--- src/rtl/sequential_divider.sv ---
// Iterative signed divider: restoring algorithm, one quotient bit per clock.
// Truncating semantics (quotient toward zero, remainder takes dividend sign).
module sequential_divider #(
    parameter int WIDTH = 32
) (
    input  logic             clk,
    input  logic             rst,
    input  logic             start,
    input  logic [WIDTH-1:0] dividend,
    input  logic [WIDTH-1:0] divisor,
    output logic [WIDTH-1:0] quotient,
    output logic [WIDTH-1:0] remainder,
    output logic             done,
    output logic             busy,
    output logic             div_by_zero
);

    localparam int CW = $clog2(WIDTH + 1);

    typedef enum logic [1:0] {
        IDLE,
        RUN,
        FIX
    } state_t;

    state_t           state;
    logic [CW-1:0]    cnt;
    logic [WIDTH-1:0] qreg;
    logic [WIDTH-1:0] rem;
    logic [WIDTH-1:0] vmag;
    logic             q_neg;
    logic             r_neg;
    logic             zero;

    logic [WIDTH-1:0] a_mag;
    logic [WIDTH-1:0] b_mag;
    logic [WIDTH:0]   shifted;
    logic [WIDTH:0]   trial;

    // Operand magnitudes and the widened trial subtraction for one step.
    // The most-negative value's magnitude is exact as an unsigned number.
    always_comb begin
        a_mag   = dividend[WIDTH-1] ? -dividend : dividend;
        b_mag   = divisor[WIDTH-1] ? -divisor : divisor;
        shifted = {rem, qreg[WIDTH-1]};
        trial   = shifted - {1'b0, vmag};
    end

    // Control FSM, datapath iteration and registered results.
    always_ff @(posedge clk or posedge rst) begin
        if (rst) begin
            state       <= IDLE;
            cnt         <= '0;
            qreg        <= '0;
            rem         <= '0;
            vmag        <= '0;
            q_neg       <= 1'b0;
            r_neg       <= 1'b0;
            zero        <= 1'b0;
            quotient    <= '0;
            remainder   <= '0;
            done        <= 1'b0;
            busy        <= 1'b0;
            div_by_zero <= 1'b0;
        end else begin
            done <= 1'b0;
            unique case (state)
                IDLE: begin
                    if (start) begin
                        qreg  <= a_mag;
                        vmag  <= b_mag;
                        rem   <= '0;
                        q_neg <= dividend[WIDTH-1] ^ divisor[WIDTH-1];
                        r_neg <= dividend[WIDTH-1];
                        cnt   <= CW'(WIDTH);
                        busy  <= 1'b1;
                        if (divisor == '0) begin
                            zero  <= 1'b1;
                            state <= FIX;
                        end else begin
                            zero  <= 1'b0;
                            state <= RUN;
                        end
                    end
                end
                RUN: begin
                    // A borrow out of the top bit means the trial went negative.
                    qreg <= {qreg[WIDTH-2:0], ~trial[WIDTH]};
                    rem  <= trial[WIDTH] ? shifted[WIDTH-1:0]
                                         : trial[WIDTH-1:0];
                    cnt  <= cnt - CW'(1);
                    if (cnt == CW'(1)) begin
                        state <= FIX;
                    end
                end
                FIX: begin
                    if (zero) begin
                        // qreg still holds |dividend|; re-sign to return it as given.
                        quotient    <= '1;
                        remainder   <= r_neg ? -qreg : qreg;
                        div_by_zero <= 1'b1;
                    end else begin
                        quotient    <= q_neg ? -qreg : qreg;
                        remainder   <= r_neg ? -rem : rem;
                        div_by_zero <= 1'b0;
                    end
                    done  <= 1'b1;
                    busy  <= 1'b0;
                    state <= IDLE;
                end
                default: state <= IDLE;
            endcase
        end
    end

endmodule

--- config.mk ---
export PLATFORM = sky130hd
export DESIGN_NAME = sequential_divider
export DESIGN_NICKNAME = d
export VERILOG_FILES = /design/src/rtl/sequential_divider.sv
export SDC_FILE = /design/constraint.sdc
export NUM_CORES = 1
export LEC_CHECK = 0
export ABC_AREA = 1
export CAP_MARGIN = 20
export CORE_UTILIZATION = 45
export CTS_CLUSTER_SIZE = 12
export DETAILED_ROUTE_END_ITERATION = 16
export PLACE_DENSITY = 0.61
export SETUP_SLACK_MARGIN = 0.4
export SYNTH_ARGS = -nofsm -noshare
export SYNTH_HDL_FRONTEND = slang
export SYNTH_SLANG_ARGS = --single-unit
--- constraint.sdc ---
create_clock -name clk -period 6.8 [get_ports clk]
set_input_delay 1.36 -clock clk [delete_from_list [all_inputs] [get_ports clk]]
set_output_delay 1.36 -clock clk [all_outputs]
set_load 0.01 [all_outputs]
# Yosys cells after proc, flatten, opt, wreduce, memory -nomap -nowiden
# Cells that the tools add are included.
# totals
memories	0
mem_bits_rw	0
out_inout_bits	67
latch_bits	0
inputBits	67
mem_bits_ro	0
reg_bits	174
# op_classes
add_sub_neg	6
order_cmp	0
n_eq_ne	5
n_shift	0
n_reduce_logical	8
n_div	0
n_mul	0
muxes	23
bitwise	2
# ops
cell	n
$mux W32	10
$neg A32 Y32	4
$pmux W32 S2	2
$sub A33 B32 Y33	1
$logic_not A32 Y1	1
$pmux W6 S2	1
$reduce_and A2 Y1	4
$eq A6 B1 Y1 const B	1
$mux W2	3
$mux W6	1
$sub A6 B1 Y6 const B	1
$mux W1	4
$ne A2 B2 Y1 const B	2
$pmux W2 S2	1
$reduce_bool A2 Y1	2
$eq A2 B1 Y1 const B	1
$eq A2 B2 Y1 const B	1
$logic_not A2 Y1	1
$pmux W1 S2	1
$not A1 Y1	1
$xor A1 B1 Y1	1

# Longest topological paths before layout
# logic_depth
word_depth	4
mapped_depth	18
depth_no_buf	17

# Worst setup path before layout
# No wires, ideal clock.
# synth_path
path_type	input to register
from	in dividend[0]
to	reg qreg[20]
arrival_time_ps	2576
required_ps	6670
cell_stages	13
slack_ps	4094
n_path_buf	0
path_cell_list	inv_1 > ha_1 > nand3_1 > nor3_1 > nand2_1 > nor2_1 > nand2_1 > inv_1 > nand2_1 > nand2_1 > nand2_1 > nand2_1 > o21ai_0
# synth_between
elab_chain_len	4
# synth_lines
item	line_no	source
start: declaration	9	input logic [WIDTH-1:0] dividend,
$neg A32 Y32	43	a_mag = dividend[WIDTH-1] ? -dividend : dividend;
$mux W32	43	
$mux W32	69	if (start) begin
$pmux W32 S2	67	unique case (state)
end signal: assignment	70	qreg <= a_mag;
end signal: assignment	88	qreg <= {qreg[WIDTH-2:0], ~trial[WIDTH]};
end: declaration	28	logic [WIDTH-1:0] qreg;
# No other way between the ends. The select of a mux whose other input is x is not followed.
# A chain may end at the register's enable or synchronous reset.

# Worst setup path in the final report
# layout_path
from	reg qreg[31]
to	reg rem[31]
# layout_between
elab_chain_len	3
# layout_lines
item	line_no	source
$sub A33 B32 Y33	46	trial = shifted - {1'b0, vmag};
$mux W32	89	rem <= trial[WIDTH] ? shifted[WIDTH-1:0]
$pmux W32 S2	67	
end signal: assignment	89	
end: declaration	29	logic [WIDTH-1:0] rem;
# No other way between the ends.

==> flow_summary.ini <==
[logic_synthesis]
seq_area_frac_synth = 0.313
yosys.area_share.adder = 0.0356
synthDistinctLibCells = 50
syn_inst = 2163
muxShareOfSynthArea = 0
async_flop_share = 1.00
synth_top_family_by_area = simple AND/OR/NAND/NOR gates
synth-seq-cells = 174
yosysTopAreaCellShare = 0.313
synth.largest_area_cell = dfrtp_1
synth.cell_area_sq_um = 13900
yosysWarnings = 0
synth-xor-area-share = 0.0397
synth.avg_cell_area_sq_um = 6.43
synth_simple_gate_area_frac = 0.377
synth_edf_count = 0
ys_top_cells_by_area = dfrtp_1, nand2_1, inv_1
synth-main-ff-cell = dfrtp_1
synth_compound_area_frac = 0.129
synth_nets = 2269

[global_route]
grt_start_max_net_pins = 100
grt_pass1_wl_mm = 75.2
antenna_found_initial = 0
top_usage_layer = met2
grt_util_all_layers = 0.312
grt_overflow_total = 0
met2_usage = 0.476
grtUsageMet3 = 0.0420
grt_pass1_vias = 13600
use_met1 = 0.461

[run]
maxCapViolCount = 0

[setup_path]
critPathLaunchType = flop
critPathBufInv = 2
cp.arrival_ns = 3.63
cpLargestDelayFamily = simple AND/OR/NAND/NOR gates
cp_data_required_time_ns = 7.19
cpMaxStageDelayCell = dfrtp_1
crit_path_frequent_cell = nand2_1
critPathMaxStageDelay_ns = 0.50
crit_type = flop to flop
path_max_fanout = 17
path_cells = inv_1 > ha_1 > fa_1 > inv_1 > nand2_1 > nand2_1 > nand3_1 > nand2_2 > nand2_2 > nand2_4 > nand2_4 > nand3_2 > nand3_1 > nand2_1 > nand2_1 > nand2_1
cp-end-kind = flop

[finish]
multi_input_area_sq_um = 8100
regArea_sq_um = 4350
final_cell_mix = nand2_1, inv_1, nor2_1
area_growth_pct = 15.8
final_util = 0.536
diodes = 0
drive_gt1_frac = 0.0570
finalNetCount = 2356
nFillCells = 3060
final_common_cell = nand2_1
layout.cells.non_filler = 2653

[routing]
firstDrtPassIters = 5
drc = 0
post_drt_wl_per_cell_um = 18.0
vias = 14500
antenna_left = 0
finalWirelength_mm = 47.8
drt_iter0_markers = 1192
via_per_inst = 5.46

[min_path]
min_path_type = flop to flop

[clock_tree]
clock_sinks = 174
post_cts_resized = 0
cts_buffer_depth = 2
cts-root-buf = clkbuf_16
cts_tree = built
cts_buffers = 17
clk_pin_slew_ns = 0.07
cts_max_level = 4
cts_setup_buffers = 0
clk_latency_ns = 0.45
hold_buffers = 0

[timing]
finalMaxSlewViolations = 0
finalHoldViolations = 0
rsz0062_at_grt = false
worst_slew_pin_slew_ns = 1.12
hold_slack_ns = 0.483
fin_crit_ns = 3.24
period_share = 0.476
max_freq_ghz = 0.309
finClkSkew_ns = 0.0174
max_slew_margin = 0.251
setup_viol = 0
setup-tns-final_ns = 0

[floorplanning]
std_cell_rows = 63
die_w_um = 178
fp.coreArea_sq_um = 30000
start_util = 0.463
ioPinCount = 134
die_height_um = 178
die_area_sq_um = 31600

[status]
status = finished, final reports clean

[power_and_ir_drop]
leakage_nw = 7.98
ir_drop_v = 0.000182
design_power_total_mw = 2.18
powerDensity_nw_per_um2 = 135

[placed_design]
dpl.cell_count = 2620
gp_congestion = 0.954
dp_hpwl_mm = 36.9
portBuffers = 133
[final timing paths]
check | endpoint | depth (start not counted) | start | slack, ns
worst max-delay path | rem[31] | 16 | qreg[31] | 3.56
worst min register to register | busy | 2 | busy | 0.48
max in group asynchronous | vmag[12] | 3 | rst | 4.34
worst max register to register | rem[31] | 16 | qreg[31] | 3.56
min in group asynchronous | quotient[13] | 2 | rst | 1.42
worst min-delay path | busy | 2 | busy | 0.48
[Yosys cell counts (14+ instances only)]
| cell | count |
|---|---|
| nand3b_1 | 17 |
| nand3_1 | 202 |
| nand3_2 | 22 |
| o21ai_0 | 101 |
| nor3_1 | 21 |
| nand2_2 | 20 |
| clkbuf_1 | 56 |
| nand4_1 | 29 |
| xor2_1 | 49 |
| a21oi_1 | 120 |
| nand2_1 | 624 |
| inv_1 | 282 |
| ha_1 | 38 |
| xnor2_1 | 14 |
| nor2_1 | 229 |
| a22oi_1 | 33 |
| dfrtp_1 | 174 |
[worst register-to-register path, stage by stage (launching register included)]
cell,delay [ns]
dfrtp_1,0.50
inv_1,0.21
ha_1,0.29
fa_1,0.42
inv_1,0.12
nand2_1,0.06
nand2_1,0.10
nand3_1,0.10
nand2_2,0.13
nand2_2,0.09
nand2_4,0.07
nand2_4,0.07
nand3_2,0.36
nand3_1,0.35
nand2_1,0.13
nand2_1,0.10
nand2_1,0.07
[state kept, by name, indices dropped and copies added, names as in the netlist]
signal and flops:
qreg 32, vmag 32, rem 32, div_by_zero 1, zero 1, quotient 32
cnt 6, remainder 32, busy 1, state 2, done 1, q_neg 1
r_neg 1
[per-stage QoR]
stage               instance area (sq um)  setup slack (ns)
floorplan                           13900             0.723
global placement                    15500              2.73
detailed placement                  15500              2.65
CTS                                 16100              3.13
global route                        16100              3.37
finish                              16100              3.56
[power by group]
group / switching, mW / internal (mW) / leakage (nW)
clock network: 0.459 / 0.547 / 0.278
logic: 0.0816 / 0.0590 / 5.48
registers: 0 / 1.03 / 2.23
[cell families after synthesis]
| logic type | count (synthesis) |
|---|---|
| compound gates | 316 |
| xor+xnor | 63 |
| fa+ha+maj | 39 |
| buf+inv | 374 |
| flops | 174 |
| simple gates | 1197 |
[layout make-up]
type | count | share of cell area
Clock inverter | 11 | 0.00676
Sequential cell | 174 | 0.270
Tap cell | 390 | 0.0303
Inverter | 295 | 0.0691
Clock buffer | 21 | 0.0298
Timing Repair Buffer | 147 | 0.0907
Multi-Input combinational cell | 1615 | 0.503
[layer usage]
layer | vias up | part of all wire
li1 | 7148 | -
met1 | 6797 | 0.49
met2 | 501 | 0.44
met3 | 48 | 0.062
met4 | 0 | 0.016
met5 | - | 0
Note: power is estimated with default switching activity, not from simulation.
